--- config.mk ---
export PLATFORM = sky130hd
export DESIGN_NAME = wb_write_queue_flat
export DESIGN_NICKNAME = d
export VERILOG_FILES = /design/src/rtl/wb_write_queue_pkg.sv /design/src/rtl/wb_write_queue_if.sv /design/src/rtl/wb_fifo.sv /design/src/rtl/wb_write_queue.sv /design/src/flat_wrapper.sv
export SDC_FILE = /design/constraint.sdc
export NUM_CORES = 1
export LEC_CHECK = 0
export ABC_AREA = 0
export CORE_MARGIN = 10
export CORE_UTILIZATION = 59
export DETAILED_ROUTE_END_ITERATION = 10
export HOLD_SLACK_MARGIN = 0.12
export PLACE_DENSITY_LB_ADDON = 0.2
export SLEW_MARGIN = 15
export SYNTH_ARGS = -nofsm -noshare
export SYNTH_HDL_FRONTEND = slang
export SYNTH_SLANG_ARGS = --single-unit
--- constraint.sdc ---
create_clock -name clk -period 12.9 [get_ports clk]
set_clock_uncertainty 0.2 [all_clocks]
set_input_delay 3.87 -clock clk [delete_from_list [all_inputs] [get_ports clk]]
set_output_delay 3.87 -clock clk [all_outputs]
set_load 0.01 [all_outputs]
--- src/rtl/wb_write_queue_pkg.sv ---
// Shared writeback types and defaults.
// Widths match the RegisterFile write port.
package wb_write_queue_pkg;

  localparam int WB_ADDR_W = 5;
  localparam int WB_DATA_W = 32;
  localparam int REG_ZERO  = 0;

  typedef struct packed {
    logic [WB_ADDR_W-1:0] rd;
    logic [WB_DATA_W-1:0] data;
  } wb_entry_t;

endpackage

--- src/rtl/wb_write_queue_if.sv ---
// Writeback producer handshake (ALU and load paths).
// master: producer side; slave: queue side.
interface wb_write_queue_if
  import wb_write_queue_pkg::*;
#(
  parameter int ADDR_W = WB_ADDR_W,
  parameter int DATA_W = WB_DATA_W
);

  logic              alu_valid;
  logic [ADDR_W-1:0] alu_rd;
  logic [DATA_W-1:0] alu_data;
  logic              alu_ready;
  logic              mem_valid;
  logic [ADDR_W-1:0] mem_rd;
  logic [DATA_W-1:0] mem_data;
  logic              mem_ready;

  modport master (
    output alu_valid, alu_rd, alu_data,
    output mem_valid, mem_rd, mem_data,
    input  alu_ready, mem_ready
  );

  modport slave (
    input  alu_valid, alu_rd, alu_data,
    input  mem_valid, mem_rd, mem_data,
    output alu_ready, mem_ready
  );

endinterface

--- src/rtl/wb_fifo.sv ---
// Writeback entry storage: push/pop, count, per-entry valid.
// Ports: push_*, pop, head_*, full/empty/count, ent_* for bypass search.
module wb_fifo
  import wb_write_queue_pkg::*;
#(
  parameter int DEPTH  = 4,
  parameter int ADDR_W = WB_ADDR_W,
  parameter int DATA_W = WB_DATA_W,
  localparam int PW = $clog2(DEPTH),
  localparam int CW = $clog2(DEPTH + 1)
) (
  input  logic                          clk,
  input  logic                          reset,
  input  logic                          push,
  input  logic [ADDR_W-1:0]             push_rd,
  input  logic [DATA_W-1:0]             push_data,
  input  logic                          pop,
  output logic [ADDR_W-1:0]             head_rd,
  output logic [DATA_W-1:0]             head_data,
  output logic                          full,
  output logic                          empty,
  output logic [CW-1:0]                 count,
  output logic [PW-1:0]                 head,
  output logic [DEPTH-1:0]              ent_valid,
  output logic [DEPTH-1:0][ADDR_W-1:0]  ent_rd,
  output logic [DEPTH-1:0][DATA_W-1:0]  ent_data
);

  logic [DEPTH-1:0][ADDR_W-1:0] rd_q;
  logic [DEPTH-1:0][DATA_W-1:0] data_q;
  logic [DEPTH-1:0]             vld_q;
  logic [PW-1:0]                head_q;
  logic [PW-1:0]                tail_q;
  logic [CW-1:0]                cnt_q;
  logic                         push_ok;
  logic                         pop_ok;

  assign full    = (cnt_q == CW'(DEPTH));
  assign empty   = (cnt_q == '0);
  assign push_ok = push && !full;
  assign pop_ok  = pop && !empty;

  always_ff @(posedge clk or negedge reset) begin
    if (!reset) begin
      rd_q   <= '0;
      data_q <= '0;
      vld_q  <= '0;
      head_q <= '0;
      tail_q <= '0;
      cnt_q  <= '0;
    end else begin
      if (push_ok) begin
        rd_q[tail_q]   <= push_rd;
        data_q[tail_q] <= push_data;
        vld_q[tail_q]  <= 1'b1;
        tail_q         <= tail_q + 1'b1;
      end
      if (pop_ok) begin
        vld_q[head_q] <= 1'b0;
        head_q        <= head_q + 1'b1;
      end
      unique case ({push_ok, pop_ok})
        2'b10:   cnt_q <= cnt_q + 1'b1;
        2'b01:   cnt_q <= cnt_q - 1'b1;
        default: cnt_q <= cnt_q;
      endcase
    end
  end

  assign head_rd   = rd_q[head_q];
  assign head_data = data_q[head_q];
  assign count     = cnt_q;
  assign head      = head_q;
  assign ent_valid = vld_q;
  assign ent_rd    = rd_q;
  assign ent_data  = data_q;

endmodule

--- src/rtl/wb_write_queue.sv ---
// Register-file write queue: ALU/load arbitration, output register, bypass.
// Ports: src (producer handshake), wb_stall, reg_write/addrD/dataD, byp_*, count.
module wb_write_queue
  import wb_write_queue_pkg::*;
#(
  parameter int DEPTH  = 4,
  parameter int ADDR_W = WB_ADDR_W,
  parameter int DATA_W = WB_DATA_W,
  localparam int PW = $clog2(DEPTH),
  localparam int CW = $clog2(DEPTH + 1)
) (
  input  logic              clk,
  input  logic              reset,
  wb_write_queue_if.slave   src,
  input  logic              wb_stall,
  output logic              reg_write,
  output logic [ADDR_W-1:0] addrD,
  output logic [DATA_W-1:0] dataD,
  input  logic [ADDR_W-1:0] byp_addr,
  output logic              byp_hit,
  output logic [DATA_W-1:0] byp_data,
  output logic [CW-1:0]     count
);

  logic                         full;
  logic                         empty;
  logic                         mem_fire;
  logic                         alu_fire;
  logic                         push;
  logic                         pop;
  logic [ADDR_W-1:0]            push_rd;
  logic [DATA_W-1:0]            push_data;
  logic [ADDR_W-1:0]            head_rd;
  logic [DATA_W-1:0]            head_data;
  logic [PW-1:0]                head;
  logic [DEPTH-1:0]             ent_valid;
  logic [DEPTH-1:0][ADDR_W-1:0] ent_rd;
  logic [DEPTH-1:0][DATA_W-1:0] ent_data;
  logic [PW-1:0]                idx;

  // Loads win; the ALU only gets a slot when no load is offered.
  assign src.mem_ready = !full;
  assign src.alu_ready = !full && !src.mem_valid;
  assign mem_fire      = src.mem_valid && !full;
  assign alu_fire      = src.alu_valid && !full && !src.mem_valid;

  always_comb begin
    push_rd   = '0;
    push_data = '0;
    unique case (1'b1)
      mem_fire: begin
        push_rd   = src.mem_rd;
        push_data = src.mem_data;
      end
      alu_fire: begin
        push_rd   = src.alu_rd;
        push_data = src.alu_data;
      end
      default: ;
    endcase
  end

  // x0 writes are handshaken but silently discarded.
  assign push = (mem_fire || alu_fire)
             && (push_rd != ADDR_W'(REG_ZERO));
  assign pop  = !wb_stall && !empty;

  wb_fifo #(
    .DEPTH  (DEPTH),
    .ADDR_W (ADDR_W),
    .DATA_W (DATA_W)
  ) u_fifo (
    .clk       (clk),
    .reset     (reset),
    .push      (push),
    .push_rd   (push_rd),
    .push_data (push_data),
    .pop       (pop),
    .head_rd   (head_rd),
    .head_data (head_data),
    .full      (full),
    .empty     (empty),
    .count     (count),
    .head      (head),
    .ent_valid (ent_valid),
    .ent_rd    (ent_rd),
    .ent_data  (ent_data)
  );

  always_ff @(posedge clk or negedge reset) begin
    if (!reset) begin
      reg_write <= 1'b0;
      addrD     <= '0;
      dataD     <= '0;
    end else if (pop) begin
      reg_write <= 1'b1;
      addrD     <= head_rd;
      dataD     <= head_data;
    end else begin
      reg_write <= 1'b0;
    end
  end

  // Scan oldest to newest so later matches override earlier ones.
  always_comb begin
    byp_hit  = 1'b0;
    byp_data = '0;
    idx      = '0;
    if (byp_addr != ADDR_W'(REG_ZERO)) begin
      if (reg_write && (addrD == byp_addr)) begin
        byp_hit  = 1'b1;
        byp_data = dataD;
      end
      for (int i = 0; i < DEPTH; i++) begin
        idx = head + PW'(i);
        if (ent_valid[idx] && (ent_rd[idx] == byp_addr)) begin
          byp_hit  = 1'b1;
          byp_data = ent_data[idx];
        end
      end
    end
  end

endmodule

--- src/flat_wrapper.sv ---
// flat-port wrapper written by rule: the top's interface ports become plain ports
module wb_write_queue_flat import wb_write_queue_pkg::*;
#(
  parameter int DEPTH  = 4,
  parameter int ADDR_W = WB_ADDR_W,
  parameter int DATA_W = WB_DATA_W,
  localparam int PW = $clog2(DEPTH),
  localparam int CW = $clog2(DEPTH + 1)
)
  (clk, reset, wb_stall, reg_write, addrD, dataD, byp_addr, byp_hit, byp_data, count, src_alu_valid, src_alu_rd, src_alu_data, src_mem_valid, src_mem_rd, src_mem_data, src_alu_ready, src_mem_ready);
  wb_write_queue_if #(.ADDR_W(ADDR_W), .DATA_W(DATA_W)) src_i ();
  input  logic clk;
  input  logic reset;
  input  logic wb_stall;
  output logic reg_write;
  output logic [ADDR_W-1:0] addrD;
  output logic [DATA_W-1:0] dataD;
  input  logic [ADDR_W-1:0] byp_addr;
  output logic byp_hit;
  output logic [DATA_W-1:0] byp_data;
  output logic [CW-1:0] count;
  input wire logic [$bits(src_i.alu_valid)-1:0] src_alu_valid;
  input wire logic [$bits(src_i.alu_rd)-1:0] src_alu_rd;
  input wire logic [$bits(src_i.alu_data)-1:0] src_alu_data;
  input wire logic [$bits(src_i.mem_valid)-1:0] src_mem_valid;
  input wire logic [$bits(src_i.mem_rd)-1:0] src_mem_rd;
  input wire logic [$bits(src_i.mem_data)-1:0] src_mem_data;
  output wire logic [$bits(src_i.alu_ready)-1:0] src_alu_ready;
  output wire logic [$bits(src_i.mem_ready)-1:0] src_mem_ready;
  assign src_i.alu_valid = src_alu_valid;
  assign src_i.alu_rd = src_alu_rd;
  assign src_i.alu_data = src_alu_data;
  assign src_i.mem_valid = src_mem_valid;
  assign src_i.mem_rd = src_mem_rd;
  assign src_i.mem_data = src_mem_data;
  assign src_alu_ready = src_i.alu_ready;
  assign src_mem_ready = src_i.mem_ready;
  wb_write_queue #(.DEPTH(DEPTH), .ADDR_W(ADDR_W), .DATA_W(DATA_W)) u_core (.clk(clk), .reset(reset), .src(src_i), .wb_stall(wb_stall), .reg_write(reg_write), .addrD(addrD), .dataD(dataD), .byp_addr(byp_addr), .byp_hit(byp_hit), .byp_data(byp_data), .count(count));
endmodule
==> impl_metrics.json, run 1 <==
{
  "h-tree-depth": 4,
  "antenna_found_initial": 0,
  "cp_max_fo": 33,
  "cts_buffers": 17,
  "yosysMostFrequentCell": "dfrtp_1",
  "crit_cells": 8,
  "grt.overflow.total": 0,
  "syn-num-nets": 1344,
  "crit_chain": "clkdlybuf4s50_1 -> xor2_1 -> a32oi_2 -> buf_4 -> a211o_1 -> nand2_2 -> o311a_1 -> clkdlybuf4s50_1",
  "powerDensity_nw_per_um2": 267.2,
  "synth_warnings": 0,
  "start_kind": "input port",
  "num_io_pins": 160,
  "cp.required_ps": 8830,
  "final-seq-area_um2": 4937,
  "p_int_w": 0.002394,
  "multi_input_area_um2": 8175,
  "reg2reg_slack_ps": 9020,
  "dp_hpwl_um": 24130,
  "status": "finished clean",
  "die_w_um": 173.7,
  "yosysTopAreaCellShare": 0.3538,
  "crit_slowest_cell": "clkdlybuf4s50_1",
  "cts-hold-fix-buffers": 0,
  "drc": 0,
  "crit_buf_inv": 3,
  "timing_hold_violations_final": 0,
  "dieHeight_um": 173.7,
  "core_um2": 23330,
  "min_path_type": "flip-flop to flip-flop",
  "async_flop_share": 1.000,
  "die_area_um2": 30160,
  "period_minus_slack_ps": 11460,
  "p_leak_nw": 6.374,
  "vias_per_cell": 6.781,
  "syn_inst": 1250,
  "n_antenna_cell": 0,
  "antenna_left": 0,
  "crit_end": "byp_data[1]",
  "syn-cell-area_um2": 13930,
  "p_comb_frac": 0.583,
  "worstMarginPinSlew_ps": 1124,
  "synth-main-ff-cell": "dfrtp_1",
  "rsz0062_at_grt": "no",
  "fin_tns_setup_ps": 0,
  "cts.sink_count": 197,
  "initial_core_util": 0.5972,
  "setup_viol": 0,
  "timing.rr.start": "u_core.u_fifo.count[0]",
  "drive_above_1_share": 0.2131,
  "place_congestion": 0.8202,
  "peakVddDrop_mv": 0.1573,
  "synth-seq-area-share": 0.3538,
  "port_buffers": 159,
  "post_cts_buffers": 0,
  "grt_pass1_vias": 11493,
  "cts-root-buf": "clkbuf_16",
  "synth_edf_count": 0,
  "syn_avg_cell_area_um2": 11.15,
  "grt_max_degree": 87,
  "clkPwrFrac": 0.134,
  "synth_top_cell_by_area": "dfrtp_1",
  "yosysUniqueCellTypes": 49,
  "seqPwrFrac": 0.283,
  "p_sw_w": 0.001902,
  "grt_usage": 0.2561,
  "final_net_count": 1414,
  "area_growth_syn_to_layout_pct": 15.40,
  "std_cell_rows": 56,
  "grt_first_pass_wirelength_um": 62930,
  "swShare": 0.4427,
  "max_stage_delay_ps": 890,
  "drv_slew": 0,
  "drt_iter0_drc": 1071,
  "drt_first_pass_iters": 5,
  "cts.path.max_buffers": 2,
  "clock_latency_ps": 440,
  "cap_violations": 0,
  "cts.repair.resized": 0,
  "maxSlewHeadroom": 0.2509,
  "synth-seq-cells": 197,
  "r2r_cells": 7,
  "post_drt_wl_per_cell_um": 23.58,
  "timing.rr.end": "u_core.u_fifo.ent_data[19]",
  "period_share": 0.8880,
  "fmax_mhz": 87.29,
  "timing.hold.ws_ps": 331.5,
  "cts_tree": "yes",
  "path_delay_family": "buffers and inverters",
  "vias": 11203,
  "path_clk_slew_ps": 80,
  "fillers": 1758,
  "startpoint": "byp_addr[0]",
  "critPathKind": "input port to output pin",
  "cp_common_cell": "clkdlybuf4s50_1",
  "setup.worst_path.end_class": "output pin",
  "wl_um": 38950,
  "critPathArrivalTime_ps": 7390,
  "synth.area.top_cells": "dfrtp_1 (35%), mux4_2 (22%), o21ai_0 (5.0%), nand2_1 (4.2%), mux2_2 (3.2%)",
  "synthTopCellsByCount": "dfrtp_1 (197), nand2_1 (157), o21ai_0 (139), mux4_2 (134), clkbuf_1 (52)"
}
worst min path at each step:
stage	start	cells after the start	slack [ps]	end
detailed placement	u_core.u_fifo.count[2]	1	330	u_core.u_fifo.count[2]
finish	u_core.u_fifo.count[2]	1	330	u_core.u_fifo.count[2]
CTS	u_core.u_fifo.count[2]	1	340	u_core.u_fifo.count[2]
floorplan	u_core.u_fifo.ent_rd[17]	2	290	u_core.u_fifo.ent_rd[17]
global placement	u_core.u_fifo.count[2]	1	300	u_core.u_fifo.count[2]
global route	u_core.u_fifo.count[2]	1	350	u_core.u_fifo.count[2]
worst register-to-register path: cells and delay by family, from the launching register on:
family / cells / cell delay [ps]
buffers and inverters: 2 / 780
AOI/OAI and AO/OA: 3 / 1390
and+or+nand+nor: 2 / 900
DFF: 1 / 450
flip-flops by register name, indices dropped and copies added, names as in the netlist:
signal and count:
u_core.u_fifo.head 2, u_core.dataD 32, u_core.addrD 5, u_core.u_fifo.tail_q 2, u_core.u_fifo.ent_valid 4, u_core.u_fifo.ent_rd 20
u_core.u_fifo.ent_data 128, u_core.reg_write 1, u_core.u_fifo.count 3
placed cells by master, fill, tap and decap left out, drive strengths merged, types with 2 or more instances in the layout:
cell type,count
a2111oi,32
a211o,2
a21oi,32
a22oi,37
a31oi,32
a32oi,2
and2,36
and3,2
buf,24
bufinv,3
clkbuf,19
clkdlybuf4s50,158
clkinv,3
clkinvlp,2
dfrtp,197
ha,9
inv,51
mux2,40
mux2i,23
mux4,139
nand2,158
nand3,40
nand4,7
nor2,8
nor3,5
o211ai,32
o21ai,151
o311a,32
o31ai,4
o32a,2
xnor2,20
xor2,22
final cells by class:
type | count | share of cell area
Multi-Input combinational cell | 876 | 0.5084
Sequential cell | 197 | 0.3070
Timing Repair Buffer | 183 | 0.1104
Clock buffer | 18 | 0.02731
Tap cell | 319 | 0.02482
Clock inverter | 14 | 0.01152
Inverter | 45 | 0.01050
metal layers:
metal,GRT usage,vias to the layer above,wire length [um]
met5,0,-,0
met3,0.06055,85,3386
li1,-,4946,-
met2,0.4203,586,19110
met4,0.08479,0,1026
met1,0.3289,5586,15430
kinds of logic after synthesis:
group	after synthesis	synth area share
buffers and inverters	177	0.06375
AND/OR/NAND/NOR	259	0.08431
multiplexers	202	0.2748
XOR/XNOR	42	0.02855
flip-flops	197	0.3538
AO/OA/AOI/OAI	363	0.1852
adder cells (fa/ha/maj)	10	0.009518
power groups by stage:
stage / sequential, W / clock (W) / combinational, W
3_5_place_dp: 0.00122 / 0 / 0.00249
5_1_grt: 0.00126 / 0.000600 / 0.00270
3_3_place_gp: 0.00119 / 0 / 0.00243
6_report: 0.00122 / 0.000574 / 0.00251
2_1_floorplan: 0.00109 / 0 / 0.00191
4_1_cts: 0.00121 / 0.000578 / 0.00250
per-stage QoR:
step / std cells / setup slack (ps) / instance area [um^2] / power, W / util
after detailed placement: 1620 / 1489 / 15460 / 0.003709 / 0.6624
after floorplan: 1250 / 3178 / 13930 / 0.002995 / -
final: 1652 / 1444 / 16080 / 0.004296 / 0.6892
after global placement: 1620 / 1566 / 15460 / 0.003621 / 0.6624
after CTS: 1652 / 1479 / 16080 / 0.004289 / 0.6892
after global routing: 1652 / 1249 / 16080 / 0.004558 / 0.6892
(Power assumes the default switching activity.)
==> run 2: changes to the inputs <==
--- a/config.mk
+++ b/config.mk
@@ -6,6 +6,7 @@
 export NUM_CORES = 1
 export LEC_CHECK = 0
 export ABC_AREA = 0
+export CAP_MARGIN = 20
 export CORE_MARGIN = 10
 export CORE_UTILIZATION = 59
 export DETAILED_ROUTE_END_ITERATION = 10
==> run 2 against run 1 <==
Against the previous run: largest cell class unchanged; die area unchanged; combinational power increased by 2%; global-route usage is the same; total power is 0.42% higher; critical path depth unchanged; sequential power decreased by 3%; non-clock buffer count grew 2; wire length about the same; fmax about the same; critical endpoint unchanged; clock power about the same; first-iteration DRC count up 2.8%.
==> impl_metrics.json, run 2 (synthesis gave the netlist of run 1 again) <==
{
  "area_growth_syn_to_layout_pct": 15.74,
  "cp.required_ps": 8830,
  "setup.worst_path.end_class": "output pin",
  "vias_per_cell": 6.770,
  "largest_register_ffs": 128,
  "status": "finished clean",
  "num_io_pins": 160,
  "h-tree-depth": 4,
  "grt_pass1_vias": 11493,
  "fillers": 1748,
  "dpl.cell_count": 1620,
  "worstMarginPinSlew_ps": 1131,
  "drv_slew": 0,
  "seqPwrFrac": 0.274,
  "min_path_type": "flip-flop to flip-flop",
  "post_cts_buffers": 0,
  "final-seq-area_um2": 4937,
  "drt_iter0_drc": 1101,
  "port_buffers": 159,
  "rsz0062_at_grt": "no",
  "clock_latency_ps": 450,
  "swShare": 0.4422,
  "critPathArrivalTime_ps": 7380,
  "grt.overflow.total": 0,
  "fmax_mhz": 87.31,
  "grt_max_degree": 87,
  "initial_core_util": 0.5972,
  "wl_um": 38920,
  "final_net_count": 1416,
  "cp_max_fo": 33,
  "place_congestion": 0.8202,
  "most-common-layout-cells": "dfrtp_1 (195), clkdlybuf4s50_1 (158), nand2_1 (157)",
  "p_leak_nw": 6.395,
  "critPathKind": "input port to output pin",
  "cts.path.max_buffers": 2,
  "grt_first_pass_wirelength_um": 62930,
  "antenna_found_initial": 0,
  "period_share": 0.8879,
  "period_minus_slack_ps": 11450,
  "layout.cells.non_filler": 1654,
  "grt_usage": 0.2561,
  "peakVddDrop_mv": 0.1625,
  "cap_violations": 0,
  "setup_viol": 0,
  "p_sw_w": 0.001908,
  "cts-hold-fix-buffers": 0,
  "timing.hold.ws_ps": 338.5,
  "place_ws_ps": 1489,
  "drive_above_1_share": 0.2142,
  "powerDensity_nw_per_um2": 267.5,
  "cts.sink_count": 197,
  "finalWorstSetupSlack_ps": 1447,
  "dp_hpwl_um": 24130,
  "fin_tns_setup_ps": 0,
  "die_w_um": 173.7,
  "timing_hold_violations_final": 0,
  "drt_first_pass_iters": 8,
  "path_clk_slew_ps": 80,
  "clkPwrFrac": 0.133,
  "dieHeight_um": 173.7,
  "n_antenna_cell": 0,
  "drc": 0,
  "die_area_um2": 30160,
  "start_kind": "input port",
  "std_cell_rows": 56,
  "p_comb_frac": 0.593,
  "antenna_left": 0,
  "multi_input_area_um2": 8175,
  "core_um2": 23330,
  "cts_buffers": 17,
  "vias": 11197,
  "cts_tree": "yes",
  "final_util": 0.6912,
  "layout_commonest_cell": "dfrtp_1",
  "post_drt_wl_per_cell_um": 23.53,
  "cts.repair.resized": 0,
  "maxSlewHeadroom": 0.2463,
  "cts-root-buf": "clkbuf_16",
  "p_int_w": 0.002406
}
==> run 2: cell count changes in the layout (fill, tap and decap cells not counted) <==
cell    previous run  this run
buf_12             0         1
buf_16             0         1
==> run 2: routing by layer <==
metal	GRT usage	routed length, um	share of wire
met1	0.3289	15330	0.39
met2	0.4203	19110	0.49
met3	0.06055	3551	0.091
met4	0.08479	933	0.024
met5	0	0	0
==> run 2: metrics by stage <==
step,total power (W),area (um^2)
after floorplan,0.002995,13930
after global placement,0.003621,15460
after detailed placement,0.003709,15460
after CTS,0.004289,16080
after global routing,0.004572,16130
final,0.004314,16130
==> run 2: path summary, 6_finish.rpt <==
| check | from | end | slack [ps] | cells after the start |
|---|---|---|---|---|
| max | byp_addr[0] | byp_data[1] | 1450 | 8 |
| min | u_core.u_fifo.count[2] | u_core.u_fifo.count[2] | 340 | 1 |
| max reg2reg | u_core.u_fifo.count[0] | u_core.u_fifo.ent_data[19] | 9030 | 7 |
| min reg2reg | u_core.u_fifo.count[2] | u_core.u_fifo.count[2] | 340 | 1 |
| max in group asynchronous | reset | u_core.u_fifo.head[1] | 7130 | 3 |
| min in group asynchronous | reset | u_core.u_fifo.ent_rd[14] | 3270 | 1 |
==> run 2: layout make-up <==
type,instances,share of cell area
multi-input cells,876,0.5069
flip-flops and latches,197,0.3061
repair buffers,185,0.1130
clock buffers,18,0.02723
well taps,319,0.02475
clock inverters,14,0.01148
inverters,45,0.01047
==> run 2: power groups by stage <==
stage	Combinational (W)	Sequential (W)	Clock, W
global route	0.00275	0.00122	0.000600
detailed placement	0.00249	0.00122	0
finish	0.00256	0.00118	0.000574
CTS	0.00250	0.00121	0.000578
global placement	0.00243	0.00119	0
floorplan	0.00191	0.00109	0
==> run 2: worst max-delay path, cell delays in order <==
cell and delay, ps:
clkdlybuf4s50_1 890, xor2_1 180, a32oi_2 230, buf_4 430, a211o_1 210, nand2_2 480, o311a_1 580, clkdlybuf4s50_1 500
